[config.mk]
export PLATFORM = sky130hd
export DESIGN_NAME = drive_input_conditioner_flat
export DESIGN_NICKNAME = d
export VERILOG_FILES = /design/src/rtl/drive_pkg.sv /design/src/rtl/drive_input_conditioner_if.sv /design/src/rtl/debounce_cell.sv /design/src/rtl/drive_input_conditioner.sv /design/src/flat_wrapper.sv
export SDC_FILE = /design/constraint.sdc
export NUM_CORES = 1
export LEC_CHECK = 0
export ABC_CLOCK_PERIOD_IN_PS = 3400
export BUFFER_PORTS_ARGS = -buffer_cell sky130_fd_sc_hd__buf_4
export CAP_MARGIN = 40
export CORE_MARGIN = 4
export CORE_UTILIZATION = 49
export DETAILED_ROUTE_END_ITERATION = 8
export PLACE_DENSITY = 0.66
export RECOVER_POWER = 100
export SLEW_MARGIN = 10
export SYNTH_ARGS = -nofsm -noshare
export SYNTH_HDL_FRONTEND = slang
export SYNTH_SLANG_ARGS = --single-unit
[constraint.sdc]
create_clock -name clk -period 3.4 [get_ports clk]
set_input_delay 0.17 -clock clk [delete_from_list [all_inputs] [get_ports clk]]
set_output_delay 0.17 -clock clk [all_outputs]
set_load 0.005 [all_outputs]
[src/rtl/drive_pkg.sv]
// Shared definitions for the driving-mode front end and the driving FSM:
// timing defaults, switch bit positions and the FSM state encoding.
package drive_pkg;

   // 20 ms debounce and 1 s power-on hold at 100 MHz
   localparam int unsigned DEF_DB_CYCLES   = 2_000_000;
   localparam int unsigned DEF_HOLD_CYCLES = 100_000_000;

   // Switch vector layout {moduleChange, throttle, clutch, brake, rgShift}
   localparam int unsigned SW_WIDTH    = 5;
   localparam int unsigned SW_MODULE   = 4;
   localparam int unsigned SW_THROTTLE = 3;
   localparam int unsigned SW_CLUTCH   = 2;
   localparam int unsigned SW_BRAKE    = 1;
   localparam int unsigned SW_RG       = 0;

   // Driving FSM states
   typedef enum logic [2:0] {
      ST_OFF,
      ST_IDLE,
      ST_FORWARD,
      ST_REVERSE,
      ST_TURN_LEFT,
      ST_TURN_RIGHT
   } drive_state_t;

endpackage

[src/rtl/drive_input_conditioner_if.sv]
// Board-side raw inputs and conditioned outputs of the input conditioner.
// slave: the conditioner itself; master: the board / stimulus side.
interface drive_input_conditioner_if;
   import drive_pkg::*;

   logic                btn_on_raw;
   logic                btn_off_raw;
   logic                btn_left_raw;
   logic                btn_right_raw;
   logic [SW_WIDTH-1:0] sw_raw;

   logic                powerOn;
   logic                powerOff;
   logic                turnLeft;
   logic                turnRight;
   logic [SW_WIDTH-1:0] sw_sync;

   modport master (
      output btn_on_raw, btn_off_raw, btn_left_raw, btn_right_raw, sw_raw,
      input  powerOn, powerOff, turnLeft, turnRight, sw_sync
   );

   modport slave (
      input  btn_on_raw, btn_off_raw, btn_left_raw, btn_right_raw, sw_raw,
      output powerOn, powerOff, turnLeft, turnRight, sw_sync
   );

endinterface

[src/rtl/debounce_cell.sv]
// One button: 2-flop synchronizer, stable-count debouncer and a registered
// rising-edge pulse of the accepted level.
module debounce_cell
   import drive_pkg::*;
#(
   parameter int unsigned DB_CYCLES = DEF_DB_CYCLES
) (
   input  logic clk,
   input  logic rst,
   input  logic raw,
   output logic level,
   output logic rise
);

   localparam int unsigned CW      = (DB_CYCLES > 1) ? $clog2(DB_CYCLES) : 1;
   localparam logic [CW-1:0] CNT_MAX = CW'(DB_CYCLES - 1);

   logic          s1;
   logic          s2;
   logic          d;
   logic          d_prev;
   logic [CW-1:0] cnt;

   // bring the asynchronous button into the clk domain
   always_ff @(posedge clk or posedge rst) begin
      if (rst) begin
         s1 <= 1'b0;
         s2 <= 1'b0;
      end else begin
         s1 <= raw;
         s2 <= s1;
      end
   end

   // accept a new level only after DB_CYCLES consecutive differing samples
   always_ff @(posedge clk or posedge rst) begin
      if (rst) begin
         d   <= 1'b0;
         cnt <= '0;
      end else if (s2 == d) begin
         cnt <= '0;
      end else if (cnt == CNT_MAX) begin
         d   <= s2;
         cnt <= '0;
      end else begin
         cnt <= cnt + CW'(1);
      end
   end

   // one-cycle pulse the edge after the accepted level goes high
   always_ff @(posedge clk or posedge rst) begin
      if (rst) begin
         d_prev <= 1'b0;
         rise   <= 1'b0;
      end else begin
         d_prev <= d;
         rise   <= d & ~d_prev;
      end
   end

   assign level = d;

endmodule

[src/rtl/drive_input_conditioner.sv]
// Input conditioner in front of the driving-mode FSM: synchronizes the
// switches, debounces the four buttons and forms the power commands.
// PWR_HOLD_EN defined: powerOn needs a HOLD_CYCLES long press of the on button.
// PWR_HOLD_EN undefined: powerOn fires on the debounced press, like powerOff.
module drive_input_conditioner
   import drive_pkg::*;
#(
   parameter int unsigned DB_CYCLES   = DEF_DB_CYCLES,
   parameter int unsigned HOLD_CYCLES = DEF_HOLD_CYCLES
) (
   input  logic                       clk,
   input  logic                       rst,
   drive_input_conditioner_if.slave   bus
);

   logic                on_level;
   logic                on_rise;
   logic                off_level;
   logic                off_rise;
   logic                left_level;
   logic                left_rise;
   logic                right_level;
   logic                right_rise;
   logic [SW_WIDTH-1:0] sw_s1;
   logic [SW_WIDTH-1:0] sw_s2;

   debounce_cell #(.DB_CYCLES(DB_CYCLES)) u_on (
      .clk(clk), .rst(rst), .raw(bus.btn_on_raw), .level(on_level), .rise(on_rise)
   );

   debounce_cell #(.DB_CYCLES(DB_CYCLES)) u_off (
      .clk(clk), .rst(rst), .raw(bus.btn_off_raw), .level(off_level), .rise(off_rise)
   );

   debounce_cell #(.DB_CYCLES(DB_CYCLES)) u_left (
      .clk(clk), .rst(rst), .raw(bus.btn_left_raw), .level(left_level), .rise(left_rise)
   );

   debounce_cell #(.DB_CYCLES(DB_CYCLES)) u_right (
      .clk(clk), .rst(rst), .raw(bus.btn_right_raw), .level(right_level), .rise(right_rise)
   );

   // switches are only synchronized; the FSM tolerates their bounce
   always_ff @(posedge clk or posedge rst) begin
      if (rst) begin
         sw_s1 <= '0;
         sw_s2 <= '0;
      end else begin
         sw_s1 <= bus.sw_raw;
         sw_s2 <= sw_s1;
      end
   end

   assign bus.sw_sync   = sw_s2;
   assign bus.turnLeft  = left_level;
   assign bus.turnRight = right_level;
   assign bus.powerOff  = off_rise;

`ifdef PWR_HOLD_EN
   localparam int unsigned HW = (HOLD_CYCLES > 1) ? $clog2(HOLD_CYCLES) : 1;
   localparam logic [HW-1:0] HOLD_MAX = HW'(HOLD_CYCLES - 1);

   logic          hold_ok;
   logic [HW-1:0] hcnt;
   logic          fired;
   logic          pon;
   logic          unused_bits;

   // an off press dominates: holding off keeps the hold count at zero
   assign hold_ok = on_level & ~off_level;

   // long-press timer; fired blocks repeats until the press is released
   always_ff @(posedge clk or posedge rst) begin
      if (rst) begin
         hcnt  <= '0;
         fired <= 1'b0;
         pon   <= 1'b0;
      end else if (!hold_ok) begin
         hcnt  <= '0;
         fired <= 1'b0;
         pon   <= 1'b0;
      end else begin
         if (hcnt != HOLD_MAX) begin
            hcnt <= hcnt + HW'(1);
         end
         pon   <= (hcnt == HOLD_MAX) & ~fired;
         fired <= fired | (hcnt == HOLD_MAX);
      end
   end

   assign bus.powerOn = pon;
   assign unused_bits = &{1'b0, on_rise, left_rise, right_rise};
`else
   localparam int unsigned unused_hold = HOLD_CYCLES;
   logic unused_bits;

   // short-press power-on; suppressed by a concurrent or held off press
   assign bus.powerOn = on_rise & ~off_rise & ~off_level;
   assign unused_bits = &{1'b0, on_level, left_rise, right_rise};
`endif

endmodule

[src/flat_wrapper.sv]
// flat-port wrapper written by rule: the top's interface ports become plain ports
module drive_input_conditioner_flat import drive_pkg::*;
#(
   parameter int unsigned DB_CYCLES   = DEF_DB_CYCLES,
   parameter int unsigned HOLD_CYCLES = DEF_HOLD_CYCLES
)
  (clk, rst, bus_btn_on_raw, bus_btn_off_raw, bus_btn_left_raw, bus_btn_right_raw, bus_sw_raw, bus_powerOn, bus_powerOff, bus_turnLeft, bus_turnRight, bus_sw_sync);
  drive_input_conditioner_if bus_i ();
  input  logic clk;
  input  logic rst;
  input wire logic [$bits(bus_i.btn_on_raw)-1:0] bus_btn_on_raw;
  input wire logic [$bits(bus_i.btn_off_raw)-1:0] bus_btn_off_raw;
  input wire logic [$bits(bus_i.btn_left_raw)-1:0] bus_btn_left_raw;
  input wire logic [$bits(bus_i.btn_right_raw)-1:0] bus_btn_right_raw;
  input wire logic [$bits(bus_i.sw_raw)-1:0] bus_sw_raw;
  output wire logic [$bits(bus_i.powerOn)-1:0] bus_powerOn;
  output wire logic [$bits(bus_i.powerOff)-1:0] bus_powerOff;
  output wire logic [$bits(bus_i.turnLeft)-1:0] bus_turnLeft;
  output wire logic [$bits(bus_i.turnRight)-1:0] bus_turnRight;
  output wire logic [$bits(bus_i.sw_sync)-1:0] bus_sw_sync;
  assign bus_i.btn_on_raw = bus_btn_on_raw;
  assign bus_i.btn_off_raw = bus_btn_off_raw;
  assign bus_i.btn_left_raw = bus_btn_left_raw;
  assign bus_i.btn_right_raw = bus_btn_right_raw;
  assign bus_i.sw_raw = bus_sw_raw;
  assign bus_powerOn = bus_i.powerOn;
  assign bus_powerOff = bus_i.powerOff;
  assign bus_turnLeft = bus_i.turnLeft;
  assign bus_turnRight = bus_i.turnRight;
  assign bus_sw_sync = bus_i.sw_sync;
  drive_input_conditioner #(.DB_CYCLES(DB_CYCLES), .HOLD_CYCLES(HOLD_CYCLES)) u_core (.clk(clk), .rst(rst), .bus(bus_i));
endmodule
==> run_results.csv, run 1 <==
group,metric,value,unit
global_routing,antenna_found_initial,0,
synth,synth_edf_count,0,
die,dieArea,11900,um^2
clocking,numCtsBuffers,9,
cells_and_area,diodes,0,
detailed_routing,first_pass_iters,4,
outcome,violations,"max-capacitance violations",
timing,slew_headroom,1.46,%
detailed_routing,drc_errors,0,
critical_path,cp-start-kind,"register",
die,die_w,109,um
detailed_routing,drtAntennaViolNets,0,
synth,synth_top_family_by_area,"simple AND/OR/NAND/NOR gates",
die,initial_utilization,51.0,%
synth,yosysTopAreaCell,"dfrtp_1",
synth,synth_simple_gate_area_share,25.3,%
clocking,clockBufferDepth,2,
cells_and_area,finalNetCount,533,
critical_path,crit_arrival,2.88,ns
synth,synthMuxAreaShare,0.896,%
place,place_area,5330,um^2
pwr,leakagePower,2.24,nW
synth,postSynthCellCount,487,
timing,rsz0062_at_grt,"false",
timing,hold_ws,0.360,ns
detailed_routing,vias,3578,
place,dp.cells,630,
cells_and_area,fin_area,5580,um^2
timing,final-hold-violation-count,0,
cells_and_area,syn_to_final_growth,11.0,%
cells_and_area,final_util,56.6,%
synth,syn_avg_cell_area,10.3,um^2
global_routing,first_global_vias,3430,
timing,slew_violations,0,
job,drv_cap,1,
pwr,peakVddDrop,0.246,mV
timing,post-route-period-util,78.6,%
synth,synth_compound_area_share,5.87,%
critical_path,critical_path.max_fanout,19,
critical_path,cp.required,3.61,ns
critical_path,worstSetupEndpointType,"register",
detailed_routing,wl,9.08,mm
synth,ys_seq_elements,110,
clocking,clock_latency,0.37,ns
clocking,cts.sinks,110,
global_routing,gr-usage-all-layers,16.8,%
pwr,powerDensity,403,nW/um^2
timing,skew,0.0101,ns
global_routing,gr-total-overflow,0,
synth,seq_area_frac_synth,54.8,%
timing,fin_crit,2.67,ns
synth,synth_adder_area_share,0.996,%
synth,async_reset_ff_share,100,%
global_routing,grt_max_degree,48,
clocking,clk_pin_slew_worst_paths,0.11,ns
timing,setup_violations,0,
synth,yosys.area_share.xor_xnor,10.1,%
timing,final.setup.tns,0,ns
timing,timing.fmax,0.374,GHz
cells_and_area,fillers,867,
cells_and_area,final_cell_mix,"110 x dfrtp_1, 72 x nor2_1, 40 x xnor2_1",
die,ioPinCount,20,
synth,synth-main-ff-cell,"dfrtp_1",
cells_and_area,drive_above_1_share,8.99,%
clocking,root_buffer,"clkbuf_8",
global_routing,grt_pass1_wl,16.0,mm
die,coreArea,9860,um^2
clocking,cts_tree,"yes",
critical_path,worstSetupPathType,"register to register",
die,die_h,109,um
outcome,run_status,"complete, but fails checks",
timing,worstMarginPinSlew,1.47,ns
synth,ys_top_cells_by_area,"dfrtp_1 55%, xnor2_1 7.0%, nor2_1 5.4%",
synth,syn_nets,502,
cells_and_area,final_common_cell,"dfrtp_1",
synth,synth_warnings,0,
synth,synthDominantCellAreaShare,54.8,%
synth,syn_area,5030,um^2
hold_path,worstHoldPathType,"register to register",
synth,synth.distinct_cells,42,
die,placementRows,36,
cells_and_area,fin_cells,656,
place,gp_congestion,0.841,
place,hpwl,6.24,mm
detailed_routing,wl_per_cell,13.8,um
detailed_routing,via_per_inst,5.45,
place,port_buffers,19,
detailed_routing,drtIter0Drc,149,
clocking,h-tree-depth,3,
sequential cells by signal, indices dropped and copies added, names as in the netlist, 5 cells and up:
signal              cells
u_core.u_on.cnt        21
u_core.bus.sw_sync      5
u_core.u_right.cnt     21
u_core.u_left.cnt      21
u_core.u_off.cnt       21
u_core.sw_s1            5
cell families after synthesis:
kind of cell               Yosys count
xor gates and xnor gates            58
adders and majority gates            4
buffers and inverters               25
muxes                                4
and+or+nand+nor                    238
DFF                                110
AOI/OAI and AO/OA                   48
what timing repair did:
item,in CTS,in global routing
gates resized for setup,0,0
buffers inserted,0,0
hold buffers,10,0
setup endpoints to repair,0,0
hold endpoints to repair,41,0
cells in the mapped netlist, types with 2 or more instances:
cell	number
or2_2	2
buf_2	6
and3_1	6
or4b_1	3
mux2_2	4
and4_1	6
or3_1	18
a21oi_1	21
o21ai_0	14
o31ai_1	6
dfrtp_1	110
nand4b_1	2
ha_1	4
nand2_1	25
nand3_1	35
nand4_1	16
nor2b_1	2
nor2_1	72
xor2_1	18
clkbuf_1	5
nor4_1	14
and2_1	4
inv_1	12
nor4b_1	5
xnor2_1	40
nor3_1	14
nor3b_1	2
or4_1	7
per-layer routing:
metal | GRT usage [%] | vias up | share of wire, %
li1 | - | 1789 | -
met1 | 22.1 | 1752 | 47
met2 | 27.7 | 27 | 49
met3 | 4.05 | 10 | 2.5
met4 | 5.25 | 0 | 1.1
met5 | 0 | - | 0
per-stage QoR:
stage	power [mW]	setup WS, ns
2_1_floorplan	1.43	0.328
3_3_place_gp	1.46	1.11
3_5_place_dp	1.46	0.995
4_1_cts	2.29	0.981
5_1_grt	2.36	0.409
6_report	2.25	0.728
worst paths after layout:
| path | startpoint | end | slack, ns | depth (start not counted) |
|---|---|---|---|---|
| worst max-delay path | u_core.u_off.cnt[16] | u_core.u_off.cnt[3] | 0.73 | 4 |
| worst min-delay path | u_core.u_left.s1 | u_core.u_left.s2 | 0.36 | 0 |
| worst max register to register | u_core.u_off.cnt[16] | u_core.u_off.cnt[3] | 0.73 | 4 |
| worst min register to register | u_core.u_left.s1 | u_core.u_left.s2 | 0.36 | 0 |
| max in group asynchronous | rst | u_core.u_on.cnt[3] | 0.88 | 5 |
| min in group asynchronous | rst | u_core.u_left.cnt[2] | 0.68 | 3 |
final cells by class:
class                           instances  area (um^2)  area share [%]
Tap cell                              133          166            2.98
Sequential cell                       110         2750            49.3
Timing Repair Buffer                   33          263            4.71
Clock buffer                            9          124            2.22
Inverter                               12         46.3           0.830
Clock inverter                          7         77.6            1.39
Multi-Input combinational cell        352         2150            38.5
critical path, cell delays in order (launching register included):
cell	delay, ns
dfrtp_1	0.43
or4_1	0.52
or3_1	0.39
o21bai_1	1.05
nor2_1	0.13
report_power, final:
group	internal, mW	total, mW	switching (mW)
Clock	0.352	0.812	0.461
Combinational	0.0342	0.0905	0.0563
Sequential	1.33	1.35	0.0165
Total	1.72	2.25	0.533
No activity file was read; power rests on OpenSTA's default activity.
==> run 2: changes to the inputs <==
--- a/config.mk
+++ b/config.mk
@@ -5,13 +5,13 @@
 export SDC_FILE = /design/constraint.sdc
 export NUM_CORES = 1
 export LEC_CHECK = 0
-export ABC_CLOCK_PERIOD_IN_PS = 3400
+export ABC_CLOCK_PERIOD_IN_PS = 2450
 export BUFFER_PORTS_ARGS = -buffer_cell sky130_fd_sc_hd__buf_4
 export CAP_MARGIN = 40
 export CORE_MARGIN = 4
 export CORE_UTILIZATION = 49
 export DETAILED_ROUTE_END_ITERATION = 8
-export PLACE_DENSITY = 0.66
+export PLACE_DENSITY = 0.68
 export RECOVER_POWER = 100
 export SLEW_MARGIN = 10
 export SYNTH_ARGS = -nofsm -noshare
==> constraint.sdc (replaced) <==
create_clock -name clk -period 2.45 [get_ports clk]
set_input_delay 0.1225 -clock clk [delete_from_list [all_inputs] [get_ports clk]]
set_output_delay 0.1225 -clock clk [all_outputs]
set_load 0.005 [all_outputs]
==> run 2 against run 1 <==
Compared with the run above:
- the flow now finishes without violations
- design area fell by 0.36%
- critical path depth increased by 1
- clock skew shrank 0.0020 ns
- hold slack worse by 0.0032 ns
- final cell count grew 0.76%
- non-clock buffer count increased by 5
- clock power up 17%
- sequential share of layout area grew 0.18 points
- sequential power increased by 39%
- die area did not move
==> run_results.csv, run 2 (synthesis gave the netlist of run 1 again) <==
group,metric,value,unit
timing,worstMarginPinSlew,1.47,ns
place,hpwl,6.03,mm
place,gp_congestion,0.849,
clocking,post_cts_buffers,0,
pwr,swShare,23.2,%
clocking,h-tree-depth,3,
timing,timing.fmax,0.462,GHz
pwr,leakagePower,2.22,nW
critical_path,cpLargestDelayFamily,"simple AND/OR/NAND/NOR gates",
timing,final-hold-violation-count,0,
place,port_buffers,19,
die,dieArea,11900,um^2
cells_and_area,fin_area,5560,um^2
clocking,clk_pin_slew_worst_paths,0.09,ns
global_routing,gr-total-overflow,0,
detailed_routing,wl,8.94,mm
critical_path,cp.depth,5,
critical_path,cp.required,2.76,ns
die,die_w,109,um
timing,slew_headroom,2.12,%
critical_path,cp-endpoint,"u_core.u_right.cnt[18]",
critical_path,cp_cell_sequence,"ha_1 -> nand4_1 -> or3_1 -> or4b_1 -> a21oi_1",
critical_path,worstSetupPathType,"register to register",
die,initial_utilization,51.0,%
cells_and_area,final_cell_mix,"110 x dfrtp_1, 72 x nor2_1, 40 x xnor2_1",
critical_path,cpMaxStageDelayCell,"or3_1",
pwr,peakVddDrop,0.409,mV
pwr,powerDensity,529,nW/um^2
place,place_area,5350,um^2
critical_path,cpPeakStageDelay,0.53,ns
critical_path,critical_path.max_fanout,7,
critical_path,startpoint,"u_core.u_right.cnt[0]",
detailed_routing,vias,3603,
critical_path,cp-start-kind,"register",
cells_and_area,syn_to_final_growth,10.6,%
pwr,combPwrFrac,4.3,%
cells_and_area,diodes,0,
global_routing,grt_max_degree,62,
cells_and_area,final_common_cell,"dfrtp_1",
critical_path,rrSetupSlack,0.29,ns
clocking,numCtsBuffers,9,
global_routing,first_global_vias,3457,
detailed_routing,drtIter0Drc,144,
timing,final.setup.tns,0,ns
clocking,root_buffer,"clkbuf_8",
global_routing,antenna_found_initial,0,
clocking,cts.sinks,110,
pwr,power.share.clock,32.2,%
timing,fin_crit,2.16,ns
timing,rsz0062_at_grt,"false",
cells_and_area,drive_above_1_share,8.14,%
critical_path,crit_buf_inv,0,
die,coreArea,9860,um^2
timing,post-route-period-util,88.3,%
die,die_h,109,um
detailed_routing,wl_per_cell,13.5,um
pwr,p_switching,683,uW
global_routing,grt_pass1_wl,15.8,mm
critical_path,worstSetupEndpointType,"register",
critical_path,timing.rr.start,"u_core.u_right.cnt[0]",
critical_path,reg2reg_to,"u_core.u_right.cnt[18]",
cells_and_area,finalNetCount,538,
critical_path,crit_arrival,2.47,ns
job,drv_cap,0,
detailed_routing,first_pass_iters,4,
clocking,cts_tree,"yes",
critical_path,worstRegToRegCells,5,
outcome,run_status,"completed",
timing,slew_violations,0,
die,placementRows,36,
clocking,clockBufferDepth,2,
timing,skew,0.00811,ns
detailed_routing,drtAntennaViolNets,0,
detailed_routing,drc_errors,0,
pwr,power_frac_seq,63.5,%
global_routing,gr-usage-all-layers,16.7,%
clocking,clock_latency,0.38,ns
timing,setup_violations,0,
detailed_routing,via_per_inst,5.45,
pwr,p_int,2.26,mW
hold_path,worstHoldPathType,"register to register",
die,ioPinCount,20,
==> run 2: worst min path at each step <==
stage / depth (start not counted) / end / startpoint
finish: 0 / u_core.u_on.s2 / u_core.u_on.s1
global route: 0 / u_core.bus.sw_sync[2] / u_core.sw_s1[2]
CTS: 2 / u_core.u_right.s1 / bus_btn_right_raw
detailed placement: 1 / u_core.u_on.s1 / bus_btn_on_raw
global placement: 1 / u_core.u_on.s1 / bus_btn_on_raw
floorplan: 0 / u_core.sw_s1[0] / bus_sw_raw[0]
==> run 2: timing repair <==
item	CTS	global route
endpoints found under the hold margin	58	0
hold buffers	10	0
resized for setup	0	0
==> run 2: worst reg2reg max path, stage by stage, from the launching register on <==
cell     delay (ns)
dfrtp_1        0.43
ha_1           0.22
nand4_1        0.26
or3_1          0.53
or4b_1         0.50
a21oi_1        0.15
==> run 2: metrics by stage <==
| stage | power, mW | hold WS, ns | util [%] | worst slack (ns) | cells |
|---|---|---|---|---|---|
| 2_1_floorplan | 1.98 | 0.154 | - | 0.497 | 487 |
| 3_3_place_gp | 2.03 | 0.233 | 54.2 | 0.468 | 635 |
| 3_5_place_dp | 2.03 | 0.233 | 54.2 | 0.374 | 635 |
| 4_1_cts | 3.01 | 0.355 | 56.8 | 0.369 | 661 |
| 5_1_grt | 3.09 | 0.365 | 56.4 | 0.157 | 661 |
| 6_report | 2.94 | 0.357 | 56.4 | 0.287 | 661 |
==> run 2: final cells by class <==
type / instances / area, um^2
Multi-Input combinational cell: 352 / 2160
Clock inverter: 4 / 23.8
Clock buffer: 12 / 135
Tap cell: 133 / 166
Sequential cell: 110 / 2750
Inverter: 12 / 48.8
Fill cell: 860 / 4300
Timing Repair Buffer: 38 / 272
==> run 2: power groups by stage <==
| stage | logic (mW) | registers (mW) | clock network (mW) |
|---|---|---|---|
| 4_1_cts | 0.140 | 1.87 | 0.998 |
| 3_3_place_gp | 0.126 | 1.90 | 0 |
| 6_report | 0.127 | 1.87 | 0.949 |
| 2_1_floorplan | 0.0785 | 1.90 | 0 |
| 5_1_grt | 0.147 | 1.87 | 1.07 |
| 3_5_place_dp | 0.127 | 1.90 | 0 |
==> run 2: layer usage <==
metal	GRT usage, %	wire, um
met5	0	0
met1	21.7	4290
met4	5.08	110
met3	5.05	389
met2	27.0	4150
==> run 3: changes to the inputs <==
--- a/config.mk
+++ b/config.mk
@@ -8,10 +8,12 @@
 export ABC_CLOCK_PERIOD_IN_PS = 2450
 export BUFFER_PORTS_ARGS = -buffer_cell sky130_fd_sc_hd__buf_4
 export CAP_MARGIN = 40
+export CELL_PAD_IN_SITES_DETAIL_PLACEMENT = 1
+export CELL_PAD_IN_SITES_GLOBAL_PLACEMENT = 1
 export CORE_MARGIN = 4
-export CORE_UTILIZATION = 49
+export CORE_UTILIZATION = 44
 export DETAILED_ROUTE_END_ITERATION = 8
-export PLACE_DENSITY = 0.68
+export PLACE_DENSITY_LB_ADDON = 0.1
 export RECOVER_POWER = 100
 export SLEW_MARGIN = 10
 export SYNTH_ARGS = -nofsm -noshare
==> run 3 against run 2 <==
Compared with the run above:
- die area up 11%
- setup slack better by 0.019 ns
- global-route usage up 0.97 points
- critical endpoint unchanged
- largest power group unchanged
- highest routed layer unchanged
- power increased by 20%
- first-iteration DRC count rose by 33%
==> run_results.csv, run 3 (synthesis gave the netlist of run 1 again) <==
group,metric,value,unit
critical_path,timing.rr.start,"u_core.u_right.cnt[0]",
clocking,cts.sinks,110,
critical_path,critical_path.max_fanout,7,
cells_and_area,regArea,2750,um^2
cells_and_area,final_common_cell,"dfrtp_1",
die,ioPinCount,20,
critical_path,crit_arrival,2.42,ns
critical_path,cpPeakStageDelay,0.53,ns
global_routing,gr-usage-all-layers,17.6,%
pwr,finalPower,3.52,mW
die,die_w,115,um
global_routing,grt_max_degree,111,
clocking,clk_pin_slew_worst_paths,0.07,ns
die,coreArea,11000,um^2
timing,timing.fmax,0.466,GHz
critical_path,rrSetupSlack,0.31,ns
detailed_routing,drc_errors,0,
pwr,powerDensity,616,nW/um^2
timing,final-hold-violation-count,0,
detailed_routing,via_per_inst,5.54,
detailed_routing,drtIter0Drc,191,
clocking,numCtsBuffers,9,
timing,skew,0.00619,ns
cells_and_area,final_cell_mix,"110 x dfrtp_1, 72 x nor2_1, 40 x xnor2_1",
critical_path,cpMaxStageDelayCell,"or3_1",
timing,hold_ws,0.352,ns
pwr,peakVddDrop,0.449,mV
detailed_routing,first_pass_iters,4,
hold_path,min_from,"u_core.sw_s1[4]",
cells_and_area,syn_to_final_growth,13.8,%
cells_and_area,fillers,1218,
critical_path,reg2reg_to,"u_core.u_right.cnt[18]",
critical_path,worstRegToRegCells,5,
die,placementRows,38,
die,die_h,115,um
timing,slew_headroom,1.93,%
die,initial_utilization,45.6,%
detailed_routing,drtAntennaViolNets,0,
global_routing,gr-total-overflow,0,
cells_and_area,finalNetCount,537,
timing,final.setup.tns,0,ns
detailed_routing,vias,3697,
place,port_buffers,19,
timing,setup_ws,0.306,ns
clocking,h-tree-depth,3,
cells_and_area,multi_input_area,2160,um^2
detailed_routing,wl,10.6,mm
timing,fin_crit,2.14,ns
clocking,cts_tree,"yes",
critical_path,cpLargestDelayFamily,"simple AND/OR/NAND/NOR gates",
timing,slew_violations,0,
timing,setup_violations,0,
place,dpl_worst_slack,0.397,ns
timing,worstMarginPinSlew,1.47,ns
timing,rsz0062_at_grt,"false",
die,dieArea,13200,um^2
critical_path,worstSetupPathType,"register to register",
clocking,root_buffer,"clkbuf_16",
place,gp_congestion,0.813,
critical_path,cp_cell_sequence,"ha_1 -> nand4_1 -> or3_1 -> or4b_1 -> a21oi_1",
timing,post-route-period-util,87.5,%
hold_path,timing.hold.worst_path_depth,0,
critical_path,cp.required,2.73,ns
global_routing,grt_pass1_wl,18.7,mm
hold_path,min_to,"u_core.bus.sw_sync[4]",
clocking,clock_latency,0.35,ns
critical_path,crit_buf_inv,0,
global_routing,antenna_found_initial,0,
job,drv_cap,0,
detailed_routing,wl_per_cell,16.0,um
critical_path,cp-start-kind,"register",
place,hpwl,7.17,mm
cells_and_area,diodes,0,
hold_path,worstHoldPathType,"register to register",
cells_and_area,drive_above_1_share,8.54,%
critical_path,worstSetupEndpointType,"register",
outcome,run_status,"completed",
global_routing,first_global_vias,3784,
pwr,leakagePower,2.28,nW
clocking,clockBufferDepth,2,
==> run 3: per-stage QoR <==
| stage | cells | instance area [um^2] | utilization, % |
|---|---|---|---|
| detailed placement | 641 | 5360 | 48.6 |
| CTS | 667 | 5770 | 52.3 |
| global route | 667 | 5720 | 51.9 |
| global placement | 641 | 5360 | 48.6 |
| floorplan | 487 | 5030 | - |
| finish | 667 | 5720 | 51.9 |
==> run 3: power by group <==
| part | switching [mW] | internal [mW] |
|---|---|---|
| clock network | 0.668 | 0.853 |
| logic | 0.0840 | 0.0480 |
| registers | 0.0239 | 1.85 |
==> run 3: layout make-up <==
cell class / instances / share of cell area [%]
clock buffer: 12 / 4.48
inverter: 12 / 0.853
timing repair buffer: 37 / 4.72
clock inverter: 4 / 0.962
sequential: 110 / 48.1
multi-input combinational: 352 / 37.8
tap: 140 / 3.06
==> run 3: worst max-delay path by stage <==
stage,start,endpoint,slack (ns),depth (start not counted)
after floorplan,u_core.u_on.cnt[0],u_core.u_on.cnt[10],0.50,6
after global placement,u_core.u_right.cnt[0],u_core.u_right.cnt[18],0.46,5
after detailed placement,u_core.u_right.cnt[0],u_core.u_right.cnt[18],0.40,5
after CTS,u_core.u_right.cnt[0],u_core.u_right.cnt[18],0.39,5
after global routing,u_core.u_right.cnt[0],u_core.u_right.cnt[18],0.17,5
final,u_core.u_right.cnt[0],u_core.u_right.cnt[18],0.31,5
==> run 3: timing repair <==
action / in CTS / in global routing
resized for setup: 0 / 0
hold buffers: 10 / 0
setup buffers: 0 / 0
endpoints found under the hold margin: 119 / 0
==> run 3: layer usage <==
layer,track usage [%],routed length (um),vias to the layer above
met5,0,0,-
met3,4.63,275,10
met4,4.46,103,0
met2,28.0,5070,31
li1,-,-,1791
met1,24.3,5200,1865
